$ cat config.mk
export PLATFORM = sky130hd
export DESIGN_NAME = exec_stage_mc_flat
export DESIGN_NICKNAME = d
export VERILOG_FILES = /design/src/rtl/exec_stage_mc_if.sv /design/src/rtl/exec_stage_mc.sv /design/src/flat_wrapper.sv
export SDC_FILE = /design/constraint.sdc
export NUM_CORES = 1
export LEC_CHECK = 0
export CORE_MARGIN = 4
export CORE_UTILIZATION = 38
export DETAILED_ROUTE_END_ITERATION = 8
export HOLD_SLACK_MARGIN = 0.12
export REMOVE_ABC_BUFFERS = 1
export SYNTH_ARGS = -nofsm -noshare
export SYNTH_HDL_FRONTEND = slang
export SYNTH_SLANG_ARGS = --single-unit
$ cat constraint.sdc
create_clock -name clk -period 9.85 [get_ports clk]
set_input_delay 0.985 -clock clk [delete_from_list [all_inputs] [get_ports clk]]
set_output_delay 0.985 -clock clk [all_outputs]
set_load 0.02 [all_outputs]
$ cat src/rtl/exec_stage_mc_if.sv
// exec_stage_mc_if: ID/EX fields into the execute stage and EX/MEM fields out of it.
// Latency: none, wires only.
// Backpressure: oStall from the stage asks the ID/EX driver to hold every input field.
interface exec_stage_mc_if #(
  parameter int WIDTH   = 16,
  parameter int RADDR_W = 4
);
  logic               iValid;
  logic [4:0]         iAluOp;
  logic               iAluUseImm;
  logic [WIDTH-1:0]   iData1;
  logic [WIDTH-1:0]   iData2;
  logic [WIDTH-1:0]   iImm;
  logic [1:0]         iFwdA;
  logic [1:0]         iFwdB;
  logic [WIDTH-1:0]   iWriteBackData;
  logic               iFlush;
  logic               iAlutoReg;
  logic               iMemtoReg;
  logic               iMemRead;
  logic               iMemWrite;
  logic [RADDR_W-1:0] iDest;
  logic [RADDR_W-1:0] iSr1;
  logic               oStall;
  logic [WIDTH-1:0]   oAluOut;
  logic [WIDTH-1:0]   oData2;
  logic [2:0]         oNVZ;
  logic               oAlutoReg;
  logic               oMemtoReg;
  logic               oMemRead;
  logic               oMemWrite;
  logic               oHalt;
  logic               oIllegal;
  logic [RADDR_W-1:0] oDest;
  logic [RADDR_W-1:0] oSr1;

  modport master (
    output iValid, iAluOp, iAluUseImm, iData1, iData2, iImm, iFwdA, iFwdB,
           iWriteBackData, iFlush, iAlutoReg, iMemtoReg, iMemRead, iMemWrite, iDest, iSr1,
    input  oStall, oAluOut, oData2, oNVZ, oAlutoReg, oMemtoReg, oMemRead, oMemWrite,
           oHalt, oIllegal, oDest, oSr1
  );

  modport slave (
    input  iValid, iAluOp, iAluUseImm, iData1, iData2, iImm, iFwdA, iFwdB,
           iWriteBackData, iFlush, iAlutoReg, iMemtoReg, iMemRead, iMemWrite, iDest, iSr1,
    output oStall, oAluOut, oData2, oNVZ, oAlutoReg, oMemtoReg, oMemRead, oMemWrite,
           oHalt, oIllegal, oDest, oSr1
  );
endinterface

$ cat src/rtl/exec_stage_mc.sv
// exec_stage_mc: execute stage with operand forwarding, ALU, NVZ flags and EX/MEM register; MUL only with EXEC_MUL_EN.
// Latency: 1 cycle for ALU ops; a multiply takes WIDTH+2 cycles from accept to result on the outputs.
// Backpressure: oStall (combinational) holds ID/EX while a multiply runs; iFlush drops it in the same cycle.
module exec_stage_mc #(
  parameter int WIDTH   = 16,
  parameter int RADDR_W = 4
) (
  input logic            clk,
  input logic            rst_n,
  exec_stage_mc_if.slave bus
);
  localparam int SH_W = $clog2(WIDTH);
  localparam int MSB  = WIDTH - 1;

  localparam logic [4:0] OP_ADD = 5'h00;
  localparam logic [4:0] OP_SUB = 5'h01;
  localparam logic [4:0] OP_AND = 5'h02;
  localparam logic [4:0] OP_OR  = 5'h03;
  localparam logic [4:0] OP_XOR = 5'h04;
  localparam logic [4:0] OP_NOP = 5'h05;
  localparam logic [4:0] OP_SLL = 5'h06;
  localparam logic [4:0] OP_SRL = 5'h07;
  localparam logic [4:0] OP_SRA = 5'h08;
  localparam logic [4:0] OP_HLT = 5'h0E;

  logic [WIDTH-1:0]   alu_q, alu_d;
  logic [WIDTH-1:0]   st_q, st_d;
  logic [2:0]         nvz_q;
  logic               a2r_q, m2r_q, mrd_q, mwr_q, hlt_q, ill_q;
  logic [RADDR_W-1:0] dest_q, sr1_q;
  logic [WIDTH-1:0]   op_a, op_b;
  logic [SH_W-1:0]    shamt;
  logic               hlt_d, ill_d, upd_nv, upd_z, ovf_d;
  logic               stall, bubble;

  // Operand muxes: select 1 reads our own registered result, 2 the writeback bus; the immediate replaces B only.
  always_comb begin
    op_a = bus.iData1;
    st_d = bus.iData2;
    case (bus.iFwdA)
      2'd1:    op_a = alu_q;
      2'd2:    op_a = bus.iWriteBackData;
      default: ;
    endcase
    case (bus.iFwdB)
      2'd1:    st_d = alu_q;
      2'd2:    st_d = bus.iWriteBackData;
      default: ;
    endcase
    op_b = bus.iAluUseImm ? bus.iImm : st_d;
  end

  assign shamt = op_b[SH_W-1:0];

`ifdef EXEC_MUL_EN
  localparam logic [4:0] OP_MUL = 5'h10;

  typedef enum logic [1:0] {S_IDLE, S_RUN, S_DONE} mul_st_e;

  mul_st_e          mst_q;
  logic [WIDTH-1:0] mcand_q, mplier_q, acc_q;
  logic [SH_W-1:0]  cnt_q;
  logic             is_mul;

  assign is_mul = (bus.iAluOp == OP_MUL);
  assign stall  = !bus.iFlush && ((mst_q == S_IDLE && bus.iValid && is_mul) || mst_q == S_RUN);

  // Shift-add multiplier: operands latched on accept, one partial product per RUN cycle, DONE hands off.
  always_ff @(posedge clk or negedge rst_n) begin
    if (!rst_n) begin
      mst_q    <= S_IDLE;
      mcand_q  <= '0;
      mplier_q <= '0;
      acc_q    <= '0;
      cnt_q    <= '0;
    end else if (bus.iFlush) begin
      mst_q <= S_IDLE;
    end else begin
      case (mst_q)
        S_IDLE: begin
          if (bus.iValid && is_mul) begin
            mst_q    <= S_RUN;
            mcand_q  <= op_a;
            mplier_q <= op_b;
            acc_q    <= '0;
            cnt_q    <= '0;
          end
        end
        S_RUN: begin
          if (mplier_q[0]) acc_q <= acc_q + mcand_q;
          mcand_q  <= mcand_q << 1;
          mplier_q <= mplier_q >> 1;
          cnt_q    <= cnt_q + 1'b1;
          if (cnt_q == SH_W'(WIDTH - 1)) mst_q <= S_DONE;
        end
        default: mst_q <= S_IDLE;
      endcase
    end
  end
`else
  assign stall = 1'b0;
`endif

  // ALU result plus which flags this opcode is allowed to touch.
  always_comb begin
    alu_d  = op_a;
    hlt_d  = 1'b0;
    ill_d  = 1'b0;
    upd_nv = 1'b0;
    upd_z  = 1'b0;
    ovf_d  = 1'b0;
    case (bus.iAluOp)
      OP_ADD: begin
        alu_d  = op_a + op_b;
        upd_nv = 1'b1;
        upd_z  = 1'b1;
        ovf_d  = (op_a[MSB] == op_b[MSB]) && (alu_d[MSB] != op_a[MSB]);
      end
      OP_SUB: begin
        alu_d  = op_a - op_b;
        upd_nv = 1'b1;
        upd_z  = 1'b1;
        ovf_d  = (op_a[MSB] != op_b[MSB]) && (alu_d[MSB] != op_a[MSB]);
      end
      OP_AND: begin alu_d = op_a & op_b;  upd_z = 1'b1; end
      OP_OR:  begin alu_d = op_a | op_b;  upd_z = 1'b1; end
      OP_XOR: begin alu_d = op_a ^ op_b;  upd_z = 1'b1; end
      OP_NOP: ;
      OP_SLL: begin alu_d = op_a << shamt; upd_z = 1'b1; end
      OP_SRL: begin alu_d = op_a >> shamt; upd_z = 1'b1; end
      OP_SRA: begin alu_d = $unsigned($signed(op_a) >>> shamt); upd_z = 1'b1; end
      OP_HLT: hlt_d = 1'b1;
`ifdef EXEC_MUL_EN
      OP_MUL: begin alu_d = acc_q; upd_z = 1'b1; end
`endif
      default: ill_d = 1'b1;
    endcase
  end

  assign bubble = !bus.iValid || bus.iFlush || stall;

  // EX/MEM register: bubbles clear controls, data holds while stalled so forwarding stays stable.
  always_ff @(posedge clk or negedge rst_n) begin
    if (!rst_n) begin
      alu_q  <= '0;
      st_q   <= '0;
      nvz_q  <= 3'b000;
      a2r_q  <= 1'b0;
      m2r_q  <= 1'b0;
      mrd_q  <= 1'b0;
      mwr_q  <= 1'b0;
      hlt_q  <= 1'b0;
      ill_q  <= 1'b0;
      dest_q <= '0;
      sr1_q  <= '0;
    end else begin
      a2r_q <= !bubble && bus.iAlutoReg;
      m2r_q <= !bubble && bus.iMemtoReg;
      mrd_q <= !bubble && bus.iMemRead;
      mwr_q <= !bubble && bus.iMemWrite;
      hlt_q <= !bubble && hlt_d;
      ill_q <= !bubble && ill_d;
      if (!stall) begin
        alu_q  <= alu_d;
        st_q   <= st_d;
        dest_q <= bus.iDest;
        sr1_q  <= bus.iSr1;
      end
      if (!bubble) begin
        if (upd_nv) nvz_q[2:1] <= {alu_d[MSB], ovf_d};
        if (upd_z)  nvz_q[0]   <= (alu_d == '0);
      end
    end
  end

  assign bus.oStall    = stall;
  assign bus.oAluOut   = alu_q;
  assign bus.oData2    = st_q;
  assign bus.oNVZ      = nvz_q;
  assign bus.oAlutoReg = a2r_q;
  assign bus.oMemtoReg = m2r_q;
  assign bus.oMemRead  = mrd_q;
  assign bus.oMemWrite = mwr_q;
  assign bus.oHalt     = hlt_q;
  assign bus.oIllegal  = ill_q;
  assign bus.oDest     = dest_q;
  assign bus.oSr1      = sr1_q;
endmodule

$ cat src/flat_wrapper.sv
// flat-port wrapper written by rule: the top's interface ports become plain ports
module exec_stage_mc_flat 
#(
  parameter int WIDTH   = 16,
  parameter int RADDR_W = 4
)
  (clk, rst_n, bus_iValid, bus_iAluOp, bus_iAluUseImm, bus_iData1, bus_iData2, bus_iImm, bus_iFwdA, bus_iFwdB, bus_iWriteBackData, bus_iFlush, bus_iAlutoReg, bus_iMemtoReg, bus_iMemRead, bus_iMemWrite, bus_iDest, bus_iSr1, bus_oStall, bus_oAluOut, bus_oData2, bus_oNVZ, bus_oAlutoReg, bus_oMemtoReg, bus_oMemRead, bus_oMemWrite, bus_oHalt, bus_oIllegal, bus_oDest, bus_oSr1);
  exec_stage_mc_if #(.WIDTH(WIDTH), .RADDR_W(RADDR_W)) bus_i ();
  input logic clk;
  input logic rst_n;
  input wire logic [$bits(bus_i.iValid)-1:0] bus_iValid;
  input wire logic [$bits(bus_i.iAluOp)-1:0] bus_iAluOp;
  input wire logic [$bits(bus_i.iAluUseImm)-1:0] bus_iAluUseImm;
  input wire logic [$bits(bus_i.iData1)-1:0] bus_iData1;
  input wire logic [$bits(bus_i.iData2)-1:0] bus_iData2;
  input wire logic [$bits(bus_i.iImm)-1:0] bus_iImm;
  input wire logic [$bits(bus_i.iFwdA)-1:0] bus_iFwdA;
  input wire logic [$bits(bus_i.iFwdB)-1:0] bus_iFwdB;
  input wire logic [$bits(bus_i.iWriteBackData)-1:0] bus_iWriteBackData;
  input wire logic [$bits(bus_i.iFlush)-1:0] bus_iFlush;
  input wire logic [$bits(bus_i.iAlutoReg)-1:0] bus_iAlutoReg;
  input wire logic [$bits(bus_i.iMemtoReg)-1:0] bus_iMemtoReg;
  input wire logic [$bits(bus_i.iMemRead)-1:0] bus_iMemRead;
  input wire logic [$bits(bus_i.iMemWrite)-1:0] bus_iMemWrite;
  input wire logic [$bits(bus_i.iDest)-1:0] bus_iDest;
  input wire logic [$bits(bus_i.iSr1)-1:0] bus_iSr1;
  output wire logic [$bits(bus_i.oStall)-1:0] bus_oStall;
  output wire logic [$bits(bus_i.oAluOut)-1:0] bus_oAluOut;
  output wire logic [$bits(bus_i.oData2)-1:0] bus_oData2;
  output wire logic [$bits(bus_i.oNVZ)-1:0] bus_oNVZ;
  output wire logic [$bits(bus_i.oAlutoReg)-1:0] bus_oAlutoReg;
  output wire logic [$bits(bus_i.oMemtoReg)-1:0] bus_oMemtoReg;
  output wire logic [$bits(bus_i.oMemRead)-1:0] bus_oMemRead;
  output wire logic [$bits(bus_i.oMemWrite)-1:0] bus_oMemWrite;
  output wire logic [$bits(bus_i.oHalt)-1:0] bus_oHalt;
  output wire logic [$bits(bus_i.oIllegal)-1:0] bus_oIllegal;
  output wire logic [$bits(bus_i.oDest)-1:0] bus_oDest;
  output wire logic [$bits(bus_i.oSr1)-1:0] bus_oSr1;
  assign bus_i.iValid = bus_iValid;
  assign bus_i.iAluOp = bus_iAluOp;
  assign bus_i.iAluUseImm = bus_iAluUseImm;
  assign bus_i.iData1 = bus_iData1;
  assign bus_i.iData2 = bus_iData2;
  assign bus_i.iImm = bus_iImm;
  assign bus_i.iFwdA = bus_iFwdA;
  assign bus_i.iFwdB = bus_iFwdB;
  assign bus_i.iWriteBackData = bus_iWriteBackData;
  assign bus_i.iFlush = bus_iFlush;
  assign bus_i.iAlutoReg = bus_iAlutoReg;
  assign bus_i.iMemtoReg = bus_iMemtoReg;
  assign bus_i.iMemRead = bus_iMemRead;
  assign bus_i.iMemWrite = bus_iMemWrite;
  assign bus_i.iDest = bus_iDest;
  assign bus_i.iSr1 = bus_iSr1;
  assign bus_oStall = bus_i.oStall;
  assign bus_oAluOut = bus_i.oAluOut;
  assign bus_oData2 = bus_i.oData2;
  assign bus_oNVZ = bus_i.oNVZ;
  assign bus_oAlutoReg = bus_i.oAlutoReg;
  assign bus_oMemtoReg = bus_i.oMemtoReg;
  assign bus_oMemRead = bus_i.oMemRead;
  assign bus_oMemWrite = bus_i.oMemWrite;
  assign bus_oHalt = bus_i.oHalt;
  assign bus_oIllegal = bus_i.oIllegal;
  assign bus_oDest = bus_i.oDest;
  assign bus_oSr1 = bus_i.oSr1;
  exec_stage_mc #(.WIDTH(WIDTH), .RADDR_W(RADDR_W)) u_core (.clk(clk), .rst_n(rst_n), .bus(bus_i));
endmodule
==> metrics <==
Bufs and invs on worst path=4; Syn Area/Cell=7.50 µm²; gpl congestion=0.999; Period Utilization, post-route=0.662; Routed WL per cell=23.1 µm; Power Dens Cells=127 nW/µm²; port buffer count=138; n_diodes=0; worst hold path startpoint=u_core.bus.oNVZ[1]; crit-path cells=clkdlybuf4s50_1, ha_1, a22o_1, o221ai_4, buf_4, inv_2, ha_1, inv_1, fa_1, o21bai_1, a21oi_1, a2111oi_0, nor2_1, o32ai_1, o31ai_1, nor4b_1, nand4bb_1, o31ai_2; async set-or-reset flop fraction in the synthesized netlist=1.00; RSZ-0062 raised after global routing=false; global route overflow=0; number of synthesized flops with an enable pin=0; CTS tree=built; Distinct cells, synth=82; Post-CTS Setup Bufs=0; status=complete, no violations; worst hold endpoint=u_core.bus.oNVZ[1]; Worst EP required=10.08 ns; total track usage=0.276; storage element area=1230 µm²; multi-input combinational cell area=4860 µm²; worst-path fanout max=29; vias=7,528; Worst path most repeated cell=ha_1; Slew Limit Headroom=0.320; share of post-route cells with drive strength above 1=0.0518; CTS Root Buffer Type=clkbuf_16; # fillers=1,766; detailed router's first-iteration violation count=784; worst reg2reg startpoint=u_core.bus.oAluOut[0]; Worst R2R Path Depth=16; Max Freq=153 MHz; first-pass GRT wire length=42.9 mm; clock sink count=49; Mapped Cells=882; P_leak=3.39 nW; # DRC=0; post-place setup slack=3.18 ns; Worst Path Arrival=6.75 ns; die width=140 µm; Yosys warning total=0; CTS H-tree lvls=2; Die Ht=140 µm; CP top delay family=compound AO/OA/AOI/OAI gates; Post-DRT Antenna Nets=0; Clk pin slew, worst setup/hold paths=0.08 ns; initial antenna violation count=0; Max stage delay on crit path=0.73 ns; pin count of the biggest net entering global routing=50; Longest Clk Path Bufs=2; Worst Clk Skew=0.0104 ns; total CTS buffers=5; CP Depth=18; fin util=0.491; reg2reg end=u_core.bus.oNVZ[0]; kind of end point of the critical path=flip-flop; peak supply drop=0.0000641 V; register area share after synthesis=0.185; drt total wl=27.9 mm; Setup CP Type=input pin to flip-flop; post-cts hold buffer count=0; setup slack, reg-to-reg=4.97 ns; post-CTS sizing=0; HPWL Detailed=21.3 mm; Syn-to-layout area delta=24.7%; CP startpoint kind=input pin; clock insertion delay at the later pin of the skew report=0.31 ns; # rows=47; die area=19,600 µm²; final setup TNS=0 ns; Vias/cell=6.25; number of synthesized register bits=49; Tmin final=6.52 ns; Starting Density=0.393; dominant synthesized flop cell=dfrtp_1; fin nets=1,131; actual transition at the worst max-transition pin=1.01 ns; crit path max-delay cell type=ha_1; first-pass iteration count of the detailed router=5; Hold Path Stages=2; I/O pin cnt=140; final setup fails=0; slack of the critical path=3.33 ns; core area=16,800 µm²; vias in the first global route=7,103; max_cap viols=0; Hold Path Class=flip-flop to flip-flop; Pins Over Slew Limit=0; synthesized area=6620 µm²; Final Hold Fails=0
-- flip-flops by register name, indices dropped and copies added (netlist names), 3 cells and up --
name / count
u_core.bus.oDest: 4
u_core.bus.oAluOut: 16
u_core.bus.oData2: 16
u_core.bus.oNVZ: 3
u_core.bus.oSr1: 4
-- through the flow --
stage,instance area (µm²),total power [W],hold slack [ns],cells
global placement,8100,0.000852,0.479,1196
detailed placement,8100,0.000846,0.487,1196
finish,8250,0.00105,0.512,1204
floorplan,6340,0.000614,0.580,824
global route,8250,0.00111,0.527,1204
CTS,8250,0.00104,0.511,1204
-- final cells by class --
class / count / area share
Sequential cell: 49 / 0.149
Clock buffer: 5 / 0.0152
Tap cell: 220 / 0.0333
Inverter: 67 / 0.0311
Timing Repair Buffer: 152 / 0.179
Clock inverter: 3 / 0.00303
Multi-Input combinational cell: 708 / 0.589
-- power by group --
part / switching (W) / internal [W]
clock network: 0.0000924 / 0.0000960
registers: 0.0000141 / 0.000224
logic: 0.000384 / 0.000236
-- layout by cell type (no fill, tap or decap), drive strengths merged, types with 5 or more instances in the layout --
| master | count |
|---|---|
| buf | 15 |
| and2 | 6 |
| nor2b | 7 |
| and3 | 5 |
| nor4 | 5 |
| o221ai | 10 |
| nand2b | 13 |
| nand4 | 6 |
| nor3 | 27 |
| o211ai | 16 |
| inv | 68 |
| clkbuf | 5 |
| o31ai | 11 |
| a211oi | 9 |
| o21bai | 5 |
| o32ai | 7 |
| nor2 | 85 |
| xnor2 | 11 |
| a31oi | 10 |
| dfrtp | 49 |
| clkdlybuf4s50 | 137 |
| nand3 | 10 |
| a311oi | 5 |
| o21a | 10 |
| o21ai | 68 |
| nand2 | 82 |
| a22oi | 35 |
| a2111oi | 10 |
| o22ai | 16 |
| ha | 56 |
| or3 | 9 |
| a21oi | 61 |
| mux2i | 47 |
-- cell usage after synthesis, drive strengths merged, types with 6 or more instances --
cell	instances	share of area
o22ai	16	0.015
a31oi	10	0.0095
nand2b	13	0.012
a2111oi	10	0.014
nand3	10	0.0076
o31ai	11	0.013
nor3	27	0.020
inv	67	0.039
nor2b	7	0.0066
ha	56	0.11
a211oi	9	0.010
o211ai	16	0.018
dfrtp	49	0.19
o32ai	7	0.012
mux2i	47	0.071
a21oi	61	0.047
and2	6	0.0057
xnor2	11	0.015
nand2	82	0.047
o21ai	68	0.052
o21a	10	0.011
or3	9	0.0085
clkbuf	29	0.017
nand4	6	0.0057
buf	29	0.026
nor2	85	0.048
o221ai	10	0.021
a22oi	35	0.040
-- worst min-delay path: stages, from the launching register on --
cell	delay, ns
dfrtp_1	0.36
nand2_1	0.05
o21ai_0	0.07
-- metal layers --
layer / vias up / wire, µm / track usage
li1: 3447 / - / -
met1: 3602 / 12100 / 0.395
met2: 426 / 12600 / 0.431
met3: 53 / 2450 / 0.0406
met4: 0 / 722 / 0.0841
met5: - / 0 / 0
-- logic make-up after synthesis --
logic type,after synthesis,share of synthesized area
other,1,0.000567
adder cells (fa/ha/maj),58,0.112
multiplexers,51,0.0779
flip-flops,49,0.185
AND/OR/NAND/NOR,271,0.191
AO/OA/AOI/OAI,315,0.337
buffers and inverters,125,0.0811
XOR/XNOR,12,0.0159
-- worst max-delay path by stage --
stage	startpoint	to	slack, ns
detailed placement	bus_iFwdB[0]	u_core.bus.oNVZ[0]	3.18
global route	bus_iFwdB[0]	u_core.bus.oNVZ[0]	2.91
global placement	bus_iFwdB[0]	u_core.bus.oNVZ[0]	3.29
finish	bus_iFwdB[0]	u_core.bus.oNVZ[0]	3.33
floorplan	bus_iFwdB[0]	u_core.bus.oNVZ[0]	4.25
CTS	bus_iFwdB[0]	u_core.bus.oNVZ[0]	3.47
No activity file was read; power rests on OpenSTA's default activity.
